<file path="src/rtl/calc_sched_pkg.sv">
// Shared types and constants for the round-robin calculate scheduler.
package calc_sched_pkg;

  typedef enum logic [1:0] {
    S_ARB  = 2'd0,
    S_CALC = 2'd1,
    S_RSP  = 2'd2
  } state_t;

  // Datapath threshold: results are zero unless signed a+b exceeds this.
  // The scheduler never looks at it; it documents what the datapath does.
  localparam int THRESH = 1000;

  // Width of a requester index.
  function automatic int id_w(input int n);
    return $clog2(n);
  endfunction

endpackage

</file>
<file path="src/rtl/calc_rr_arbiter.sv">
// Combinational round-robin pick: first valid requester at or above the
// pointer, wrapping modulo NUM_REQ.
module calc_rr_arbiter
  import calc_sched_pkg::*;
#(
  parameter int NUM_REQ = 4,
  parameter int ID_W    = id_w(NUM_REQ)
) (
  input  logic [NUM_REQ-1:0] i_req_valid,
  input  logic [ID_W-1:0]    i_rr_ptr,
  output logic [NUM_REQ-1:0] o_gnt,
  output logic [ID_W-1:0]    o_gnt_idx,
  output logic               o_any_valid
);

  // Rotating priority search; the first hit wins and later hits are masked.
  always_comb begin
    int  j;
    logic found;
    o_gnt     = '0;
    o_gnt_idx = '0;
    found     = 1'b0;
    j         = 0;
    for (int i = 0; i < NUM_REQ; i++) begin
      j = int'(i_rr_ptr) + i;
      if (j >= NUM_REQ) j = j - NUM_REQ;
      if (!found && i_req_valid[j]) begin
        found     = 1'b1;
        o_gnt[j]  = 1'b1;
        o_gnt_idx = ID_W'(j);
      end
    end
  end

  assign o_any_valid = |i_req_valid;

endmodule

</file>
<file path="src/rtl/calc_rr_sched.sv">
// Round-robin scheduler sharing one calculate datapath among NUM_REQ
// requesters, with a tagged response channel and saturating statistics.
module calc_rr_sched
  import calc_sched_pkg::*;
#(
  parameter int NUM_REQ = 4,
  parameter int DATA_W  = 32,
  parameter int CNT_W   = 16
) (
  input  logic                        ap_clk,
  input  logic                        ap_rst,
  input  logic                        ap_start,
  output logic                        ap_idle,
  input  logic [NUM_REQ-1:0]          req_valid,
  output logic [NUM_REQ-1:0]          req_ready,
  input  logic [NUM_REQ*DATA_W-1:0]   req_a,
  input  logic [NUM_REQ*DATA_W-1:0]   req_b,
  output logic                        calc_ap_start,
  input  logic                        calc_ap_done,
  output logic [DATA_W-1:0]           calc_a,
  output logic [DATA_W-1:0]           calc_b,
  input  logic [DATA_W-1:0]           calc_ap_return,
  output logic                        rsp_valid,
  input  logic                        rsp_ready,
  output logic [DATA_W-1:0]           rsp_data,
  output logic [$clog2(NUM_REQ)-1:0]  rsp_id,
  output logic [CNT_W-1:0]            op_count,
  output logic [CNT_W-1:0]            zero_count
);

  localparam int ID_W = id_w(NUM_REQ);

  state_t              r_state, w_state_nxt;
  logic [ID_W-1:0]     r_rr_ptr;
  logic [DATA_W-1:0]   r_calc_a, r_calc_b, r_rsp_data;
  logic [ID_W-1:0]     r_rsp_id;
  logic [CNT_W-1:0]    r_op_count, r_zero_count;

  logic [NUM_REQ-1:0]  w_gnt;
  logic [ID_W-1:0]     w_gnt_idx;
  logic                w_any;
  logic                w_grant;
  logic                w_calc_done;
  logic                w_rsp_fire;
  logic [DATA_W-1:0]   w_a_sel, w_b_sel;

  calc_rr_arbiter #(
    .NUM_REQ (NUM_REQ),
    .ID_W    (ID_W)
  ) u_arb (
    .i_req_valid (req_valid),
    .i_rr_ptr    (r_rr_ptr),
    .o_gnt       (w_gnt),
    .o_gnt_idx   (w_gnt_idx),
    .o_any_valid (w_any)
  );

  // A grant is only issued from S_ARB; reset suppresses it so nothing is
  // handed out in the cycle that abandons an op.
  assign w_grant     = (r_state == S_ARB) && ap_start && w_any && !ap_rst;
  assign w_calc_done = (r_state == S_CALC) && calc_ap_done;
  assign w_rsp_fire  = (r_state == S_RSP) && rsp_ready;

  assign w_a_sel = req_a[int'(w_gnt_idx)*DATA_W +: DATA_W];
  assign w_b_sel = req_b[int'(w_gnt_idx)*DATA_W +: DATA_W];

  assign req_ready     = w_grant ? w_gnt : '0;
  assign ap_idle       = (r_state == S_ARB) && !w_grant;
  assign calc_ap_start = (r_state == S_CALC);
  assign rsp_valid     = (r_state == S_RSP);
  assign calc_a        = r_calc_a;
  assign calc_b        = r_calc_b;
  assign rsp_data      = r_rsp_data;
  assign rsp_id        = r_rsp_id;
  assign op_count      = r_op_count;
  assign zero_count    = r_zero_count;

  // State register.
  always_ff @(posedge ap_clk) begin
    if (ap_rst) r_state <= S_ARB;
    else        r_state <= w_state_nxt;
  end

  // Next-state: arbitrate, wait for datapath done, wait for response accept.
  always_comb begin
    w_state_nxt = r_state;
    case (r_state)
      S_ARB:   if (w_grant)      w_state_nxt = S_CALC;
      S_CALC:  if (calc_ap_done) w_state_nxt = S_RSP;
      S_RSP:   if (rsp_ready)    w_state_nxt = S_ARB;
      default:                   w_state_nxt = S_ARB;
    endcase
  end

  // Operand/result capture, pointer advance and saturating statistics.
  always_ff @(posedge ap_clk) begin
    if (ap_rst) begin
      r_rr_ptr     <= '0;
      r_calc_a     <= '0;
      r_calc_b     <= '0;
      r_rsp_data   <= '0;
      r_rsp_id     <= '0;
      r_op_count   <= '0;
      r_zero_count <= '0;
    end else begin
      if (w_grant) begin
        r_calc_a <= w_a_sel;
        r_calc_b <= w_b_sel;
        r_rsp_id <= w_gnt_idx;
      end
      if (w_calc_done) r_rsp_data <= calc_ap_return;
      if (w_rsp_fire) begin
        // Next search starts just past the requester that was served.
        r_rr_ptr <= (r_rsp_id == ID_W'(NUM_REQ-1)) ? '0 : r_rsp_id + ID_W'(1);
        if (r_op_count != '1) r_op_count <= r_op_count + CNT_W'(1);
        if (r_rsp_data == '0 && r_zero_count != '1)
          r_zero_count <= r_zero_count + CNT_W'(1);
      end
    end
  end

endmodule

</file>
<file path="config.mk">
export PLATFORM = sky130hd
export DESIGN_NAME = calc_rr_sched
export DESIGN_NICKNAME = d
export VERILOG_FILES = /design/src/rtl/calc_sched_pkg.sv /design/src/rtl/calc_rr_arbiter.sv /design/src/rtl/calc_rr_sched.sv
export SDC_FILE = /design/constraint.sdc
export NUM_CORES = 1
export LEC_CHECK = 0
export CORE_AREA = 2 2 167 169
export DETAILED_ROUTE_END_ITERATION = 8
export DIE_AREA = 0 0 169 171
export SLEW_MARGIN = 20
export SYNTH_ARGS = -nofsm -noshare
export SYNTH_HDL_FRONTEND = slang
export SYNTH_SLANG_ARGS = --single-unit
</file>
<file path="constraint.sdc">
create_clock -name ap_clk -period 3.4 [get_ports ap_clk]
set_input_delay 0.68 -clock ap_clk [delete_from_list [all_inputs] [get_ports ap_clk]]
set_output_delay 0.68 -clock ap_clk [all_outputs]
set_load 0.05 [all_outputs]
</file>
**Word-level counts from Yosys, hierarchy flattened**

Index checks and enable logic that the tools add are counted.

- Flip-flop bits (word level): 134
- Output and inout port bits: 137
- Logic and storage cells: 109

- $add $sub $neg: 10
- Order comparisons: 12
- Equal/unequal tests: 8
- Shift-type cells: 2
- Multiplexer cells: 41
- Bitwise logic cells: 3
- Reduce and logical (&&, ||, !) cells: 25

Operators by type and width:

| operator | number |
|---|---|
| 128-bit by 8-bit variable part select with 32-bit output | 2 |
| 32-bit by 1-bit >= comparator with 1-bit output, second input constant | 4 |
| 32-bit by 4-bit < comparator with 1-bit output, second input constant | 4 |
| 32-bit 2-to-1 mux | 4 |
| 32-bit by 4-bit >= comparator with 1-bit output, second input constant | 3 |
| 32-bit by 4-bit subtractor with 32-bit output, second input constant | 3 |
| 16-bit by 1-bit adder with 16-bit output, second input constant | 2 |
| 32-bit zero test | 1 |
| 16-bit != test, second input constant | 2 |
| 4-bit 2-to-1 mux | 5 |
| 2-bit 2-to-1 mux | 8 |
| 1-bit 2-to-1 mux | 15 |
| 1-bit logical AND | 14 |
| 4-bit OR | 3 |
| 1-bit binary-select mux with 2-bit select | 4 |
| 1-bit demux with 2-bit select | 4 |
| 2-bit by 2-bit adder with 3-bit output, second input constant | 2 |
| 2-bit case mux with 3 select lines | 1 |
| 1-bit zero test | 5 |
| 2-bit == test, second input constant | 2 |
| 2-bit by 1-bit != test with 1-bit output, second input constant | 2 |
| 2-bit AND reduction | 2 |
| 4-bit OR reduction | 1 |
| 2-bit by 3-bit subtractor with 4-bit output, second input constant | 1 |
| 7 further kinds | 7 |

**Depth between registers and ports, before layout**

Gate-level depths: netlist of run 1.

- Depth after elaboration: 16
- Mapped depth: 14

**By module**

Synthesis of run 1 repeated with hierarchy kept, for this count alone.

- Cell total of the unflattened synthesis: 778
- Area total of the unflattened synthesis: 7315.8 sq um

By module, submodules not included:

| module | instances | cells each | area an instance (sq um) | seq. area each (sq um) |
|---|---|---|---|---|
| calc_rr_sched | 1 | 724 | 6832.8 | 2682.6 |
| calc_rr_arbiter | 1 | 54 | 483.0 | 0.0 |

**Worst setup path after synthesis of run 1**

Ideal clock, no wire load.

- Kind: flip-flop to output port
- Start: register r_rr_ptr[0]
- End: output req_ready[0]
- Data arrival time: 3016 ps
- Setup slack: -296 ps
- Cell stages (with the launch flop): 11
- Cells stage by stage: dfxtp_1 buf_2 inv_1 clkbuf_1 ha_1 clkbuf_2 mux4_2 and2b_1 a221o_1 o21ai_0 a21oi_1

- Word-level cells in the longest chain between the ends: 16
- Elaborated cells on any way between the ends: 64

RTL lines:

| what | line | text |
|---|---|---|
| start: declaration | calc_rr_sched.sv:34 | `logic [ID_W-1:0] r_rr_ptr;` |
| start signal: assignment | calc_rr_sched.sv:114 | `r_rr_ptr <= (r_rsp_id == ID_W'(NUM_REQ-1)) ? '0 : r_rsp_id + ID_W'(1);` |
| parallel branches: the longest is 14 deep, another holds 32-bit by 4-bit subtractor with 32-bit output | - |  |
| 4-bit 2-to-1 mux (*) | calc_rr_arbiter.sv:27 | `if (!found && i_req_valid[j]) begin` |
| 4-bit 2-to-1 mux (*) | calc_rr_sched.sv:67 | `assign req_ready = w_grant ? w_gnt : '0;` |
| end: declaration | calc_rr_sched.sv:15 | `output logic [NUM_REQ-1:0] req_ready,` |

Every way passes the cells marked *. The select of a mux whose other input is x is not followed.

**Final worst setup path of run 1**

- Start: input req_valid[1]
- End: output req_ready[2]

- Word-level cells in the longest chain between the ends: 14
- Elaborated cells on any way between the ends: 32

RTL lines:

| what | line | text |
|---|---|---|
| start: declaration | calc_rr_sched.sv:14 | `input logic [NUM_REQ-1:0] req_valid,` |
| 1-bit binary-select mux with 2-bit select | calc_rr_arbiter.sv:27 |  |
| 1-bit 2-to-1 mux (implied by the code) (2 in a row) | calc_rr_arbiter.sv:27 |  |
| 1-bit 2-to-1 mux | calc_rr_arbiter.sv:27 |  |
| 1-bit zero test | calc_rr_arbiter.sv:27 |  |
| 1-bit logical AND | calc_rr_arbiter.sv:27 |  |
| 1-bit 2-to-1 mux | calc_rr_arbiter.sv:27 |  |
| 1-bit zero test | calc_rr_arbiter.sv:27 |  |
| 1-bit logical AND | calc_rr_arbiter.sv:27 |  |
| 1-bit 2-to-1 mux | calc_rr_arbiter.sv:27 |  |
| 1-bit zero test | calc_rr_arbiter.sv:27 |  |
| 1-bit logical AND | calc_rr_arbiter.sv:27 |  |
| 4-bit 2-to-1 mux | calc_rr_arbiter.sv:27 |  |
| 4-bit 2-to-1 mux (*) | calc_rr_sched.sv:67 |  |

Every way passes the cells marked *; elsewhere a longest branch is shown, timed or not. The select of a mux whose other input is x is not followed.

==> results.sh, run 1 <==
export IMPL_first_pass_iters=5
export IMPL_drv_cap=0
export IMPL_finalMaxSlewViolations=0
export IMPL_status="complete, no violations"
export IMPL_avgSynthCellArea_um2=7.93
export IMPL_synth_fp_nets=1311
export IMPL_start_util=0.292
export IMPL_routedWlPerCell_um=21.1
export IMPL_holdBufCountCts=0
export IMPL_grt_pass1_wl_um=54900
export IMPL_overflow=0
export IMPL_rsz0062_at_grt="no"
export IMPL_die_w_um=169
export IMPL_critPathCaptureType="primary output"
export IMPL_synth_seq_cells=134
export IMPL_syn_area_um2=7990
export IMPL_met3_length_um=3020
export IMPL_cts_resized=2
export IMPL_placed_area_um2=13000
export IMPL_syn_inst=1007
export IMPL_cts_tree="yes"
export IMPL_rr_startpoint="r_rr_ptr[0]"
export IMPL_whs_path_depth=2
export IMPL_drive_above_1_share=0.0840
export IMPL_wl_um=37700
export IMPL_grt_max_degree=66
export IMPL_gp_congestion=0.864
export IMPL_met2_length_um=18100
export IMPL_cts_max_level=4
export IMPL_cts_buffers=17
export IMPL_wl_met1_um=15500
export IMPL_ff2ff_path_depth=8
export IMPL_dr_total_vias=9656
export IMPL_synth_top_area_frac=0.336
export IMPL_synth_cell_types=53
export IMPL_fin_nets=1720
export IMPL_initialDrtViolationCount=634
export IMPL_synth_edff_count=0
export IMPL_cts_root_buf="clkbuf_16"
export IMPL_timing_rr_end="calc_b[2]"
export IMPL_ys_warn_count=0
export IMPL_hp_class="flop to flop"
export IMPL_rrSetupSlack_ns=0.57
export IMPL_numPortBuffers=433
export IMPL_synth_seq_area_share=0.336
export IMPL_start_kind="input pin"
export IMPL_worstPathMaxFanout=5
export IMPL_dieArea_um2=28900
export IMPL_post_dp_hpwl_um=27100
export IMPL_ir_worst_vdd_uv=260
export IMPL_drt_vias_per_instance=5.40
export IMPL_hold_ws_ns=0.462
export IMPL_hp_start="calc_b[11]"
export IMPL_setup_tns_final_ns=0
export IMPL_grt_pass1_vias=9088
export IMPL_post_route_period_util=0.977
export IMPL_p_per_area_nw_per_um2=390
export IMPL_synth_flop_cell="dfxtp_1"
export IMPL_required_ns=2.72
export IMPL_ant_nets=0
export IMPL_async_reset_ff_frac=0
export IMPL_setup_viol=0
export IMPL_synth_area_leader_cell="dfxtp_1"
export IMPL_core_area_um2=27300
export IMPL_slew_headroom=0.527
export IMPL_tightest_slew_ns=0.709
export IMPL_fin_area_um2=13600
export IMPL_arrival_ns=2.64
export IMPL_yosys_top_cells_area="dfxtp_1 34%, a21oi_1 10%, mux2i_1 8.9%, a221o_1 7.4%, o22ai_1 4.9%"
export IMPL_synthTopCellsByCount="162 x a21oi_1, 134 x dfxtp_1, 99 x nand2_1, 71 x mux2i_1, 69 x nand3_1"
export IMPL_ioPinCount=434
export IMPL_top_layer="met4"
export IMPL_antenna_found_initial=15
export IMPL_std_cell_rows=61
export IMPL_p_leak_nw=5.03
export IMPL_synth_most_common_cell="a21oi_1"
export IMPL_clk_path_buf_depth=2
export IMPL_die_y_um=171
export IMPL_area_growth_pct=70.7
export IMPL_period_minus_slack_ns=3.32
export IMPL_cts_sinks=134
export IMPL_max_freq_ghz=0.301
export IMPL_path_class="input pin to primary output"
export IMPL_drc=0
export IMPL_fin_worst_skew_ns=0.0113
export IMPL_path_clk_slew_ns=0.07
export IMPL_min_to="calc_b[11]"
export IMPL_hold_viol=0
export IMPL_insertion_delay_ns=0.43
export IMPL_post_cts_setup_buffers=0
export IMPL_track_usage=0.247
==> metal layers <==
layer	GRT usage	vias up
met1	0.304	4548
met5	0	-
met3	0.0733	65
met4	0.113	0
li1	-	4636
met2	0.398	407
==> area by class of cell <==
type | count | area, um2
Clock inverter | 15 | 161
Sequential cell | 134 | 2690
Clock buffer | 17 | 425
Multi-Input combinational cell | 772 | 4920
Fill cell | 2631 | 13700
Tap cell | 346 | 433
Timing Repair Buffer | 486 | 4950
Inverter | 5 | 18.8
Antenna cell | 14 | 35.0
==> sequential cells by signal, summed over array words and instances, names as in the netlist <==
register,cells
r_rr_ptr,2
rsp_data,32
r_state,2
op_count,16
calc_a,32
rsp_id,2
zero_count,16
calc_b,32
==> cell families (layout without fill, tap and decap cells) <==
logic type | Yosys count | count (layout) | share of synthesized area
compound gates | 391 | 391 | 0.305
simple gates | 278 | 278 | 0.166
flops | 134 | 134 | 0.336
buf+inv | 101 | 523 | 0.0603
mux | 75 | 75 | 0.0988
xor+xnor | 21 | 21 | 0.0230
fa+ha+maj | 7 | 7 | 0.0110
other cells | 0 | 14 | 0
==> where the power goes <==
group	leakage [nW]	switching (mW)	internal [mW]	total (mW)
clock	0.281	0.886	0.982	1.87
combinational	3.66	0.927	0.796	1.72
sequential	1.09	0.0638	1.67	1.73
total	5.03	1.88	3.45	5.32
==> how the worst max path moves through the flow <==
| stage | from | end | slack [ns] |
|---|---|---|---|
| floorplan | r_rr_ptr[0] | req_ready[0] | 0.07 |
| global placement | req_valid[2] | req_ready[0] | -0.003 |
| detailed placement | req_valid[2] | req_ready[0] | 0.009 |
| CTS | r_rr_ptr[1] | req_ready[0] | 0.02 |
| global route | req_valid[1] | req_ready[2] | 0.01 |
| finish | req_valid[1] | req_ready[2] | 0.08 |
==> critical path: stages <==
cell	delay, ns
clkdlybuf4s50_1	0.48
mux4_2	0.53
and2b_2	0.25
a221o_1	0.30
o21ai_1	0.14
a21oi_4	0.10
buf_12	0.16
==> metrics by stage <==
stage | cells | utilization | setup slack, ns | total power [mW]
floorplan | 1007 | - | 0.0708 | 2.66
global placement | 1743 | 0.475 | -0.00293 | 3.47
detailed placement | 1743 | 0.475 | 0.00914 | 3.48
CTS | 1775 | 0.497 | 0.0170 | 5.37
global route | 1788 | 0.499 | 0.00995 | 5.56
finish | 1789 | 0.499 | 0.0795 | 5.32
==> cells in the final DEF (no fill, tap or decap), drive strengths merged, types with 12 or more instances in the layout <==
cell,n
mux2i,71
o21ai,75
clkdlybuf4s50,425
nor2,36
buf,59
o22ai,63
xor2,17
diode,14
a21oi,162
nand3,69
dfxtp,134
inv,12
a221o,59
clkbuf,17
nand2,100
Power figures use the tool's default switching activity.
==> run 2, diff against run 1 <==
--- a/config.mk
+++ b/config.mk
@@ -5,6 +5,7 @@
 export SDC_FILE = /design/constraint.sdc
 export NUM_CORES = 1
 export LEC_CHECK = 0
+export CAP_MARGIN = 5
 export CORE_AREA = 2 2 167 169
 export DETAILED_ROUTE_END_ITERATION = 8
 export DIE_AREA = 0 0 169 171
==> results of run 2 <==
Same layout as run 1: the final DEF is identical, and so are final timing and power.
